### src/rtl/reset_sequencer_staged.sv
// Staged multi-channel reset sequencer: hold all channels, release them in index order, then allow per-channel software re-reset.
// All outputs are registered; the first release is BaseCycle edges after the last rst edge.
module reset_sequencer_staged #(
   parameter int NumChannels = 4,
   parameter int BaseCycle   = 8,
   parameter int StageCycle  = 4,
   parameter int UseAck      = 0,
   parameter int AckTimeout  = 16
) (
   input  logic                   clk,
   input  logic                   rst,
   output logic [NumChannels-1:0] rstOut,
   input  logic [NumChannels-1:0] ackIn,
   input  logic [NumChannels-1:0] swRstReq,
   output logic                   busy,
   output logic                   timeoutErr
);

   localparam int M1     = (BaseCycle > StageCycle) ? BaseCycle : StageCycle;
   localparam int MaxCyc = (M1 > AckTimeout) ? M1 : AckTimeout;
   localparam int CW     = $clog2(MaxCyc + 1);
   localparam int IW     = (NumChannels > 1) ? $clog2(NumChannels) : 1;

   localparam logic [CW-1:0] BaseLd  = CW'(BaseCycle);
   localparam logic [CW-1:0] StageLd = CW'(StageCycle);
   localparam logic [CW-1:0] AckLd   = CW'(AckTimeout);
   localparam logic [CW-1:0] One     = CW'(1);
   localparam logic [IW-1:0] LastIdx = IW'(NumChannels - 1);

   typedef enum logic [1:0] {HOLD, GAP, WAITACK, DONE} state_t;

   state_t                   state_q, state_d;
   logic [CW-1:0]            cnt_q, cnt_d;
   logic [CW-1:0]            ack_cnt_q, ack_cnt_d;
   logic [IW-1:0]            idx_q, idx_d;
   logic [IW-1:0]            idx_prev;
   logic [NumChannels-1:0]   rst_out_q, rst_out_d;
   logic                     busy_q, busy_d;
   logic                     timeout_err_q, timeout_err_d;
   logic [CW-1:0]            ch_cnt_q [NumChannels];
   logic [CW-1:0]            ch_cnt_d [NumChannels];
   logic                     ch_idle;

   assign idx_prev = idx_q - IW'(1);

   always_comb begin
      state_d       = state_q;
      cnt_d         = cnt_q;
      ack_cnt_d     = ack_cnt_q;
      idx_d         = idx_q;
      rst_out_d     = rst_out_q;
      timeout_err_d = timeout_err_q;
      ch_cnt_d      = ch_cnt_q;
      ch_idle       = 1'b1;

      case (state_q)
         HOLD: begin
            cnt_d = cnt_q - One;
            if (cnt_q == One) begin
               rst_out_d[0] = 1'b0;
               cnt_d        = StageLd;
               ack_cnt_d    = AckLd;
               idx_d        = IW'(1);
               if (NumChannels == 1)  state_d = DONE;
               else if (UseAck != 0)  state_d = WAITACK;
               else                   state_d = GAP;
            end
         end
         GAP: begin
            cnt_d = cnt_q - One;
            if (cnt_q == One) begin
               rst_out_d[idx_q] = 1'b0;
               if (idx_q == LastIdx) begin
                  state_d = DONE;
               end else begin
                  idx_d = idx_q + IW'(1);
                  if (UseAck != 0) begin
                     state_d   = WAITACK;
                     ack_cnt_d = AckLd;
                  end else begin
                     cnt_d = StageLd;
                  end
               end
            end
         end
         WAITACK: begin
            ack_cnt_d = ack_cnt_q - One;
            // An ack arriving on the expiry edge wins over the timeout.
            if (ackIn[idx_prev]) begin
               state_d = GAP;
               cnt_d   = StageLd;
            end else if (ack_cnt_q == One) begin
               timeout_err_d = 1'b1;
               state_d       = GAP;
               cnt_d         = StageLd;
            end
         end
         default: begin
            for (int i = 0; i < NumChannels; i++) begin
               if (swRstReq[i]) begin
                  ch_cnt_d[i]  = BaseLd;
                  rst_out_d[i] = 1'b1;
               end else if (ch_cnt_q[i] != '0) begin
                  ch_cnt_d[i] = ch_cnt_q[i] - One;
                  if (ch_cnt_q[i] == One) rst_out_d[i] = 1'b0;
               end
            end
         end
      endcase

      for (int i = 0; i < NumChannels; i++) begin
         if (ch_cnt_d[i] != '0) ch_idle = 1'b0;
      end
      busy_d = !((state_d == DONE) && ch_idle);
   end

   always_ff @(posedge clk) begin
      if (rst) begin
         state_q       <= HOLD;
         cnt_q         <= BaseLd;
         ack_cnt_q     <= '0;
         idx_q         <= '0;
         rst_out_q     <= '1;
         busy_q        <= 1'b1;
         timeout_err_q <= 1'b0;
         ch_cnt_q      <= '{default: '0};
      end else begin
         state_q       <= state_d;
         cnt_q         <= cnt_d;
         ack_cnt_q     <= ack_cnt_d;
         idx_q         <= idx_d;
         rst_out_q     <= rst_out_d;
         busy_q        <= busy_d;
         timeout_err_q <= timeout_err_d;
         ch_cnt_q      <= ch_cnt_d;
      end
   end

   assign rstOut     = rst_out_q;
   assign busy       = busy_q;
   assign timeoutErr = timeout_err_q;

endmodule

### config.mk
export PLATFORM = sky130hd
export DESIGN_NAME = reset_sequencer_staged
export DESIGN_NICKNAME = d
export VERILOG_FILES = /design/src/rtl/reset_sequencer_staged.sv
export SDC_FILE = /design/constraint.sdc
export NUM_CORES = 1
export LEC_CHECK = 0
export ABC_AREA = 1
export CAP_MARGIN = 15
export CORE_ASPECT_RATIO = 0.75
export CORE_MARGIN = 5
export CORE_UTILIZATION = 50
export DETAILED_ROUTE_END_ITERATION = 10
export PLACE_DENSITY = 0.77
export SETUP_SLACK_MARGIN = 0.5
export SYNTH_ARGS = -nofsm -noshare
export SYNTH_HDL_FRONTEND = slang
export SYNTH_SLANG_ARGS = --single-unit
### constraint.sdc
create_clock -name clk -period 1.4 [get_ports clk]
set_input_delay 0.35 -clock clk [delete_from_list [all_inputs] [get_ports clk]]
set_output_delay 0.35 -clock clk [all_outputs]
set_load 0.02 [all_outputs]
; Word-level counts from Yosys, hierarchy flattened
; Cells that the tools add are included.
[totals]
regBits = 40
latch_bits = 0
ram_bits = 0
rom_bits = 0
input_bits = 10
output_inout_bits = 6
elab_cells = 128
n_memories = 0
[op_classes]
addsub = 8
multipliers = 0
div_mod_pow = 0
magnitude_cmp = 3
n_eq_ne = 14
shifts = 0
mux = 51
bitwise = 5
reduce_logical = 33
[op_table]
columns = op, count
row1 = two-way mux 5 bit, 14
row2 = nonzero test 5 bit, 8
row3 = equality test 5 x 1 -> 1 bit (second input constant), 6
row4 = subtractor 5 x 1 -> 5 bit (second input constant), 6
row5 = nonzero test 3 bit, 7
row6 = two-way mux 20 bit, 1
row7 = two-way mux 1 bit, 19
row8 = two-way mux 2 bit, 8
row9 = AND reduction 4 bit, 4
row10 = one-hot mux 5 bit (3 select lines), 1
row11 = one-hot mux 5 bit (2 select lines), 1
row12 = nonzero test 4 bit, 2
row13 = equality test 2 bit (second input constant), 3
row14 = < comparator 2 x 3 -> 1 bit (second input constant), 2
row15 = inequality test 2 bit (second input constant), 3
row16 = one-hot mux 2 bit (3 select lines), 1
row17 = one-hot mux 3 bit (2 select lines), 1
row18 = AND reduction 5 bit, 1
row19 = AND 4 bit, 1
row20 = two-way mux 4 bit, 1
row21 = inverter 4 bit, 1
row22 = one-hot mux 2 bit (2 select lines), 1
row23 = AND reduction 2 bit, 2
row24 = nonzero test 2 bit, 2
row25 = other kinds (15), 18

; Longest topological paths before layout
[logic_depth]
depth_word = 11
depth_mapped = 13
depth_no_buf = 13

; Worst setup path before layout
; Ideal clock, no wire load.
[synth_timing]
path_kind = register to register
from = register idx_q[0]
to = register cnt_q[4]
setup_ns = 0.119
arrival_time_ns = 1.423
required_ns = 1.281
path_slack_ns = -0.141
path_stages_with_launch = 11
n_path_buf = 0
synth_period_minus_slack_ns = 1.541
path_cell_list = dfxtp_1 -> inv_2 -> ha_1 -> inv_1 -> nand3_1 -> nand2_2 -> nand3_2 -> nand2_4 -> nor2_1 -> o211ai_1 -> nor2_1
[synth_via]
elab_chain_len = 5
elab_cells_between_ends = 10
classes_between = add/sub: 1 / eq/ne: 2 / mux: 6 / reduce/logical: 1
[synth_rtl]
columns = element, line
row1 = from (decl), 35  ; logic [IW-1:0] idx_q, idx_d;
row2 = from (signal assigned), 131  ; idx_q <= idx_d;
row3 = subtractor 2 x 1 -> 2 bit, 44  ; assign idx_prev = idx_q - IW'(1);
row4 = binary-select mux 1 bit (select 2 bit), 89  ; if (ackIn[idx_prev]) begin
row5 = two-way mux 1 bit (implied by the code), 89
row6 = two-way mux 5 bit or inequality test 3 bit (tied branches), n/a
row7 = one-hot mux 5 bit (3 select lines) or AND reduction 2 bit (tied branches), n/a
row8 = to (signal assigned), 120  ; cnt_q <= BaseLd;
row9 = to (signal assigned), 129  ; cnt_q <= cnt_d;
row10 = to (decl), 33  ; logic [CW-1:0] cnt_q, cnt_d;
; Several ways; a longest one is shown, not always the timed one. The select of a mux whose other input is x is not followed.
; A chain may end at the register's enable or synchronous reset.

; Worst setup path in the final report
[layout_timing]
from = register ch_cnt_q[15] in the netlist's numbering
to = register busy_q (netlist: busy)
[layout_via]
elab_chain_len = 11
elab_cells_between_ends = 12
classes_between = add/sub: 1 / mux: 7 / reduce/logical: 4
[layout_rtl]
columns = element, line
row1 = from (decl), 40  ; logic [CW-1:0] ch_cnt_q [NumChannels];
row2 = from (signal assigned), 135  ; ch_cnt_q <= ch_cnt_d;
row3 = subtractor 5 x 1 -> 5 bit or nonzero test 5 bit (tied branches), "104, 103"
row4 = two-way mux 5 bit, 103  ; end else if (ch_cnt_q[i] != '0) begin
row5 = two-way mux 5 bit, 100  ; if (swRstReq[i]) begin
row6 = two-way mux 20 bit (*), 56  ; case (state_q)
row7 = nonzero test 5 bit (*), 112  ; if (ch_cnt_d[i] != '0) ch_idle = 1'b0;
row8 = two-way mux 1 bit (*) (4 in series), 112
row9 = logical AND 1 bit (*), 114  ; busy_d = !((state_d == DONE) && ch_idle);
row10 = logical NOT 1 bit (*), 114
row11 = to (signal assigned), 133  ; busy_q <= busy_d;
row12 = to (decl), 38  ; logic busy_q, busy_d;
; Mark *: on every way between the ends. The rest lies on a longest branch, timed or not.

==> flow_results.xml <==
<?xml version="1.0" encoding="UTF-8"?>
<metrics>
  <group name="outcome">
    <metric name="status" unit="">finished with violations</metric>
    <metric name="failed_checks" unit="">setup timing</metric>
  </group>
  <group name="synth">
    <metric name="synth_warn" unit="">0</metric>
    <metric name="ys_seq_area_frac" unit="">0.300</metric>
    <metric name="yosys.cell_types.count" unit="">41</metric>
    <metric name="syn_nets" unit="">419</metric>
    <metric name="netlist_area" unit="um2">2670</metric>
    <metric name="syn_inst" unit="">385</metric>
    <metric name="yosys_register_bits" unit="">40</metric>
    <metric name="syn_avg_cell_area" unit="um2">6.93</metric>
  </group>
  <group name="worst_setup_path">
    <metric name="cp_data_arrival_time" unit="ns">2.03</metric>
    <metric name="worst-r2r-cell-count" unit="">13</metric>
    <metric name="worstSetupPathType" unit="">flip-flop to flip-flop</metric>
    <metric name="timing.critical_path.to_type" unit="">flip-flop</metric>
    <metric name="rrSetupSlack" unit="ns">-0.42</metric>
    <metric name="critical_path.startpoint_type" unit="">flip-flop</metric>
    <metric name="crit_path_max_fanout" unit="">3</metric>
    <metric name="worst_r2r_endpoint" unit="">busy</metric>
    <metric name="r2r-start" unit="">ch_cnt_q[15]</metric>
    <metric name="crit_required" unit="ns">1.61</metric>
  </group>
  <group name="routing">
    <metric name="wirelength" unit="um">12600</metric>
    <metric name="via_per_inst" unit="">6.19</metric>
    <metric name="ant_nets" unit="">0</metric>
    <metric name="vias_post_dr" unit="">3572</metric>
    <metric name="routed_length_per_placed_instance" unit="um">21.8</metric>
    <metric name="drt_iter0_drc" unit="">460</metric>
    <metric name="drc" unit="">0</metric>
    <metric name="drtPass1Iterations" unit="">8</metric>
  </group>
  <group name="pwr">
    <metric name="reported_net_switching_power" unit="W">0.00249</metric>
    <metric name="power_density" unit="nW/um2">1220</metric>
    <metric name="power_frac_clock" unit="">0.187</metric>
    <metric name="static-leakage-power" unit="nW">2.13</metric>
    <metric name="p_int" unit="W">0.00317</metric>
    <metric name="switching_share" unit="">0.439</metric>
    <metric name="seq_power_share" unit="">0.259</metric>
    <metric name="max-vdd-ir-drop" unit="V">0.00103</metric>
    <metric name="p_comb_frac" unit="">0.554</metric>
  </group>
  <group name="worst_hold_path">
    <metric name="hold_path_depth" unit="">2</metric>
    <metric name="min_from" unit="">rstOut[3]</metric>
    <metric name="whs_endpoint" unit="">rstOut[3]</metric>
    <metric name="timing.hold.worst.class" unit="">flip-flop to flip-flop</metric>
  </group>
  <group name="sta">
    <metric name="rsz0062_at_grt" unit="">true</metric>
    <metric name="slew-limit-headroom" unit="">0.743</metric>
    <metric name="drv_slew" unit="">0</metric>
    <metric name="worst_pin_slew" unit="ns">0.382</metric>
    <metric name="timing.final.setup_violations" unit="">22</metric>
    <metric name="final_hold_violating_endpoints" unit="">0</metric>
    <metric name="max_clock_freq" unit="MHz">551</metric>
    <metric name="post-route-min-period" unit="ns">1.82</metric>
    <metric name="finalSetupTns" unit="ns">-4.72</metric>
    <metric name="min_period_over_period" unit="">1.30</metric>
    <metric name="setup_slack" unit="ns">-0.415</metric>
    <metric name="worst_clock_skew" unit="ns">0.0125</metric>
  </group>
  <group name="clocking">
    <metric name="clock_insertion_delay_worst_skew" unit="ns">0.33</metric>
    <metric name="cts.sinks" unit="">40</metric>
    <metric name="cts-buffers-inserted" unit="">5</metric>
    <metric name="cts-root-buf" unit="">sky130_fd_sc_hd__clkbuf_8</metric>
    <metric name="clock_tree.buffer_depth" unit="">2</metric>
    <metric name="worst_setup_hold_path_clk_slew" unit="ns">0.10</metric>
    <metric name="tritoncts" unit="">built</metric>
    <metric name="htree_levels" unit="">2</metric>
  </group>
  <group name="global_route">
    <metric name="grt-ovfl-total" unit="">0</metric>
    <metric name="grt_start_max_net_pins" unit="">15</metric>
    <metric name="grt_antenna_before_repair" unit="">0</metric>
    <metric name="grt_pass1_vias" unit="">3060</metric>
    <metric name="global_route.usage.total" unit="">0.273</metric>
    <metric name="grt_pass1_wl" unit="um">14600</metric>
  </group>
  <group name="floorplan">
    <metric name="rows" unit="">23</metric>
    <metric name="core_area" unit="um2">5270</metric>
    <metric name="fp.dieH" unit="um">73.3</metric>
    <metric name="boundaryPins" unit="">16</metric>
    <metric name="floorplan.die_area" unit="um2">6910</metric>
    <metric name="die_width" unit="um">94.4</metric>
    <metric name="start_util" unit="">0.507</metric>
  </group>
  <group name="placed_design">
    <metric name="total_placed_instance_area" unit="um2">3510</metric>
    <metric name="globalplace.congestion" unit="">0.871</metric>
    <metric name="dpl.hpwl" unit="um">5380</metric>
    <metric name="port_buf_inserts" unit="">15</metric>
    <metric name="dp_slack" unit="ns">-0.362</metric>
  </group>
  <group name="layout">
    <metric name="filler_cell_count" unit="">226</metric>
    <metric name="finalCoreUtilization" unit="">0.879</metric>
    <metric name="insertedDiodeCount" unit="">0</metric>
    <metric name="post_route_cells_drive_above_1_share" unit="">0.578</metric>
    <metric name="final_area" unit="um2">4630</metric>
    <metric name="fin_nets" unit="">535</metric>
    <metric name="syn_to_final_growth" unit="%">73.4</metric>
  </group>
  <group name="flow_run">
    <metric name="max_cap_violations" unit="">0</metric>
  </group>
</metrics>
## critical path, stage by stage, from the launching register on
cell                      delay (ns)
sky130_fd_sc_hd__dfxtp_2        0.37
sky130_fd_sc_hd__inv_4          0.05
sky130_fd_sc_hd__buf_6          0.13
sky130_fd_sc_hd__ha_4           0.17
sky130_fd_sc_hd__nand2_1        0.07
sky130_fd_sc_hd__nand2_1        0.07
sky130_fd_sc_hd__nand2_1        0.10
sky130_fd_sc_hd__nor2_2         0.06
sky130_fd_sc_hd__nor2_2         0.16
sky130_fd_sc_hd__nand2_1        0.08
sky130_fd_sc_hd__nor2_1         0.11
sky130_fd_sc_hd__nand2_1        0.10
sky130_fd_sc_hd__nor2_1         0.13
sky130_fd_sc_hd__nand3_1        0.10
## metal layers
| layer | GRT usage | vias up | wire (um) |
|---|---|---|---|
| met5 | 0 | - | 0 |
| met4 | 0.130 | 0 | 963 |
| met3 | 0.0409 | 108 | 1310 |
| met2 | 0.469 | 306 | 5740 |
| met1 | 0.337 | 1684 | 4550 |
| li1 | - | 1474 | - |
## timing repair
action	4_1_cts	5_1_grt
gates cloned	0	2
pin swaps	43	44
resized for setup	119	103
hold buffers	0	0
endpoints found under the setup margin	46	46
setup buffers	17	14
## sequential cells by signal, indices dropped and copies added (netlist names)
name	count
timeoutErr	1
state_q	2
ch_cnt_q	20
busy	1
rstOut	4
ack_cnt_q	5
cnt_q	5
idx_q	2
## logic make-up (layout without fill, tap and decap cells)
logic type	Yosys count	in the layout	synth area share
buf+inv	53	168	0.0835
simple gates	217	218	0.379
flops	40	40	0.300
xor+xnor	8	8	0.0263
compound gates	43	44	0.0989
fa+ha+maj	24	24	0.113
## worst max path at each step
stage	startpoint	end	slack, ns
3_5_place_dp	swRstReq[2]	busy	-0.36
2_1_floorplan	idx_q[0]	cnt_q[4]	-0.008
4_1_cts	state_q[0]	ack_cnt_q[3]	-0.12
3_3_place_gp	swRstReq[1]	busy	-0.35
6_report	ch_cnt_q[15]	busy	-0.42
5_1_grt	ch_cnt_q[16]	busy	-0.46
## cell usage after synthesis
library cell	n	share of area
sky130_fd_sc_hd__nor2_1	54	0.076
sky130_fd_sc_hd__buf_1	2	0.0028
sky130_fd_sc_hd__o211ai_1	3	0.0084
sky130_fd_sc_hd__a21oi_4	1	0.0061
sky130_fd_sc_hd__nor2_4	5	0.021
sky130_fd_sc_hd__nand2_2	5	0.012
sky130_fd_sc_hd__a21oi_1	15	0.028
sky130_fd_sc_hd__o21ai_0	8	0.015
sky130_fd_sc_hd__nor3_1	5	0.0094
sky130_fd_sc_hd__buf_6	2	0.0084
sky130_fd_sc_hd__buf_4	1	0.0028
sky130_fd_sc_hd__nand2_1	91	0.13
sky130_fd_sc_hd__o22ai_1	2	0.0047
sky130_fd_sc_hd__ha_1	24	0.11
sky130_fd_sc_hd__xor2_1	4	0.013
sky130_fd_sc_hd__dfxtp_1	40	0.30
sky130_fd_sc_hd__nand3b_4	1	0.0075
sky130_fd_sc_hd__a21oi_2	2	0.0066
sky130_fd_sc_hd__clkbuf_1	1	0.0014
sky130_fd_sc_hd__inv_2	5	0.0070
sky130_fd_sc_hd__nand4_1	5	0.012
sky130_fd_sc_hd__nor2_2	5	0.012
sky130_fd_sc_hd__o21a_1	2	0.0056
sky130_fd_sc_hd__nor3b_1	1	0.0028
sky130_fd_sc_hd__a31oi_1	1	0.0023
sky130_fd_sc_hd__inv_4	1	0.0023
sky130_fd_sc_hd__and3_1	2	0.0047
sky130_fd_sc_hd__nand3_1	36	0.068
sky130_fd_sc_hd__a221oi_1	1	0.0033
sky130_fd_sc_hd__o2111ai_1	1	0.0033
sky130_fd_sc_hd__a41oi_1	1	0.0033
sky130_fd_sc_hd__inv_1	38	0.053
sky130_fd_sc_hd__clkinv_1	1	0.0014
sky130_fd_sc_hd__xnor2_1	4	0.013
sky130_fd_sc_hd__o31ai_1	1	0.0028
sky130_fd_sc_hd__nand3_2	3	0.011
sky130_fd_sc_hd__o21ai_1	5	0.0094
sky130_fd_sc_hd__buf_2	2	0.0038
sky130_fd_sc_hd__or2_1	2	0.0047
sky130_fd_sc_hd__nand3_4	1	0.0066
sky130_fd_sc_hd__nand2_4	1	0.0042
## placed cells by master, fill, tap and decap left out, types with 4 or more instances in the layout
cell type                          n
sky130_fd_sc_hd__o21ai_1           4
sky130_fd_sc_hd__nand2_2          25
sky130_fd_sc_hd__ha_1             11
sky130_fd_sc_hd__a21oi_2           9
sky130_fd_sc_hd__nor2_4           10
sky130_fd_sc_hd__nand2_4           9
sky130_fd_sc_hd__o21ai_2           4
sky130_fd_sc_hd__inv_4             4
sky130_fd_sc_hd__clkbuf_8          5
sky130_fd_sc_hd__buf_4            73
sky130_fd_sc_hd__ha_4             11
sky130_fd_sc_hd__a21oi_1           7
sky130_fd_sc_hd__buf_6            31
sky130_fd_sc_hd__nand3_1          14
sky130_fd_sc_hd__nor2_1           37
sky130_fd_sc_hd__dfxtp_2          15
sky130_fd_sc_hd__nor2_2           17
sky130_fd_sc_hd__inv_1            20
sky130_fd_sc_hd__nand2_1          62
sky130_fd_sc_hd__inv_2            17
sky130_fd_sc_hd__nand4_1           5
sky130_fd_sc_hd__dfxtp_1          23
sky130_fd_sc_hd__clkdlybuf4s50_1   8
sky130_fd_sc_hd__nand3_2          16
sky130_fd_sc_hd__nand3_4          10
## cell type report
class / instances / area, um2 / area share
multi-input cells: 294 / 2360 / 0.511
repair buffers: 115 / 1030 / 0.222
flip-flops and latches: 40 / 827 / 0.179
inverters: 45 / 203 / 0.0438
well taps: 75 / 93.8 / 0.0203
clock buffers: 5 / 68.8 / 0.0149
clock inverters: 3 / 46.3 / 0.0100
## metrics by stage
stage               hold WS (ns)  total power [W]  std cells
floorplan                  0.454          0.00261        385
global placement           0.456          0.00311        536
detailed placement         0.468          0.00318        536
CTS                        0.484          0.00463        561
global route               0.529          0.00579        577
finish                     0.509          0.00566        577
## power groups by stage
stage / Combinational, W / Sequential, W / Clock, W
floorplan: 0.00114 / 0.00146 / 0
CTS: 0.00217 / 0.00143 / 0.00102
global route: 0.00321 / 0.00148 / 0.00110
global placement: 0.00167 / 0.00144 / 0
finish: 0.00313 / 0.00147 / 0.00106
detailed placement: 0.00173 / 0.00144 / 0
Note: power is estimated with default switching activity, not from simulation.
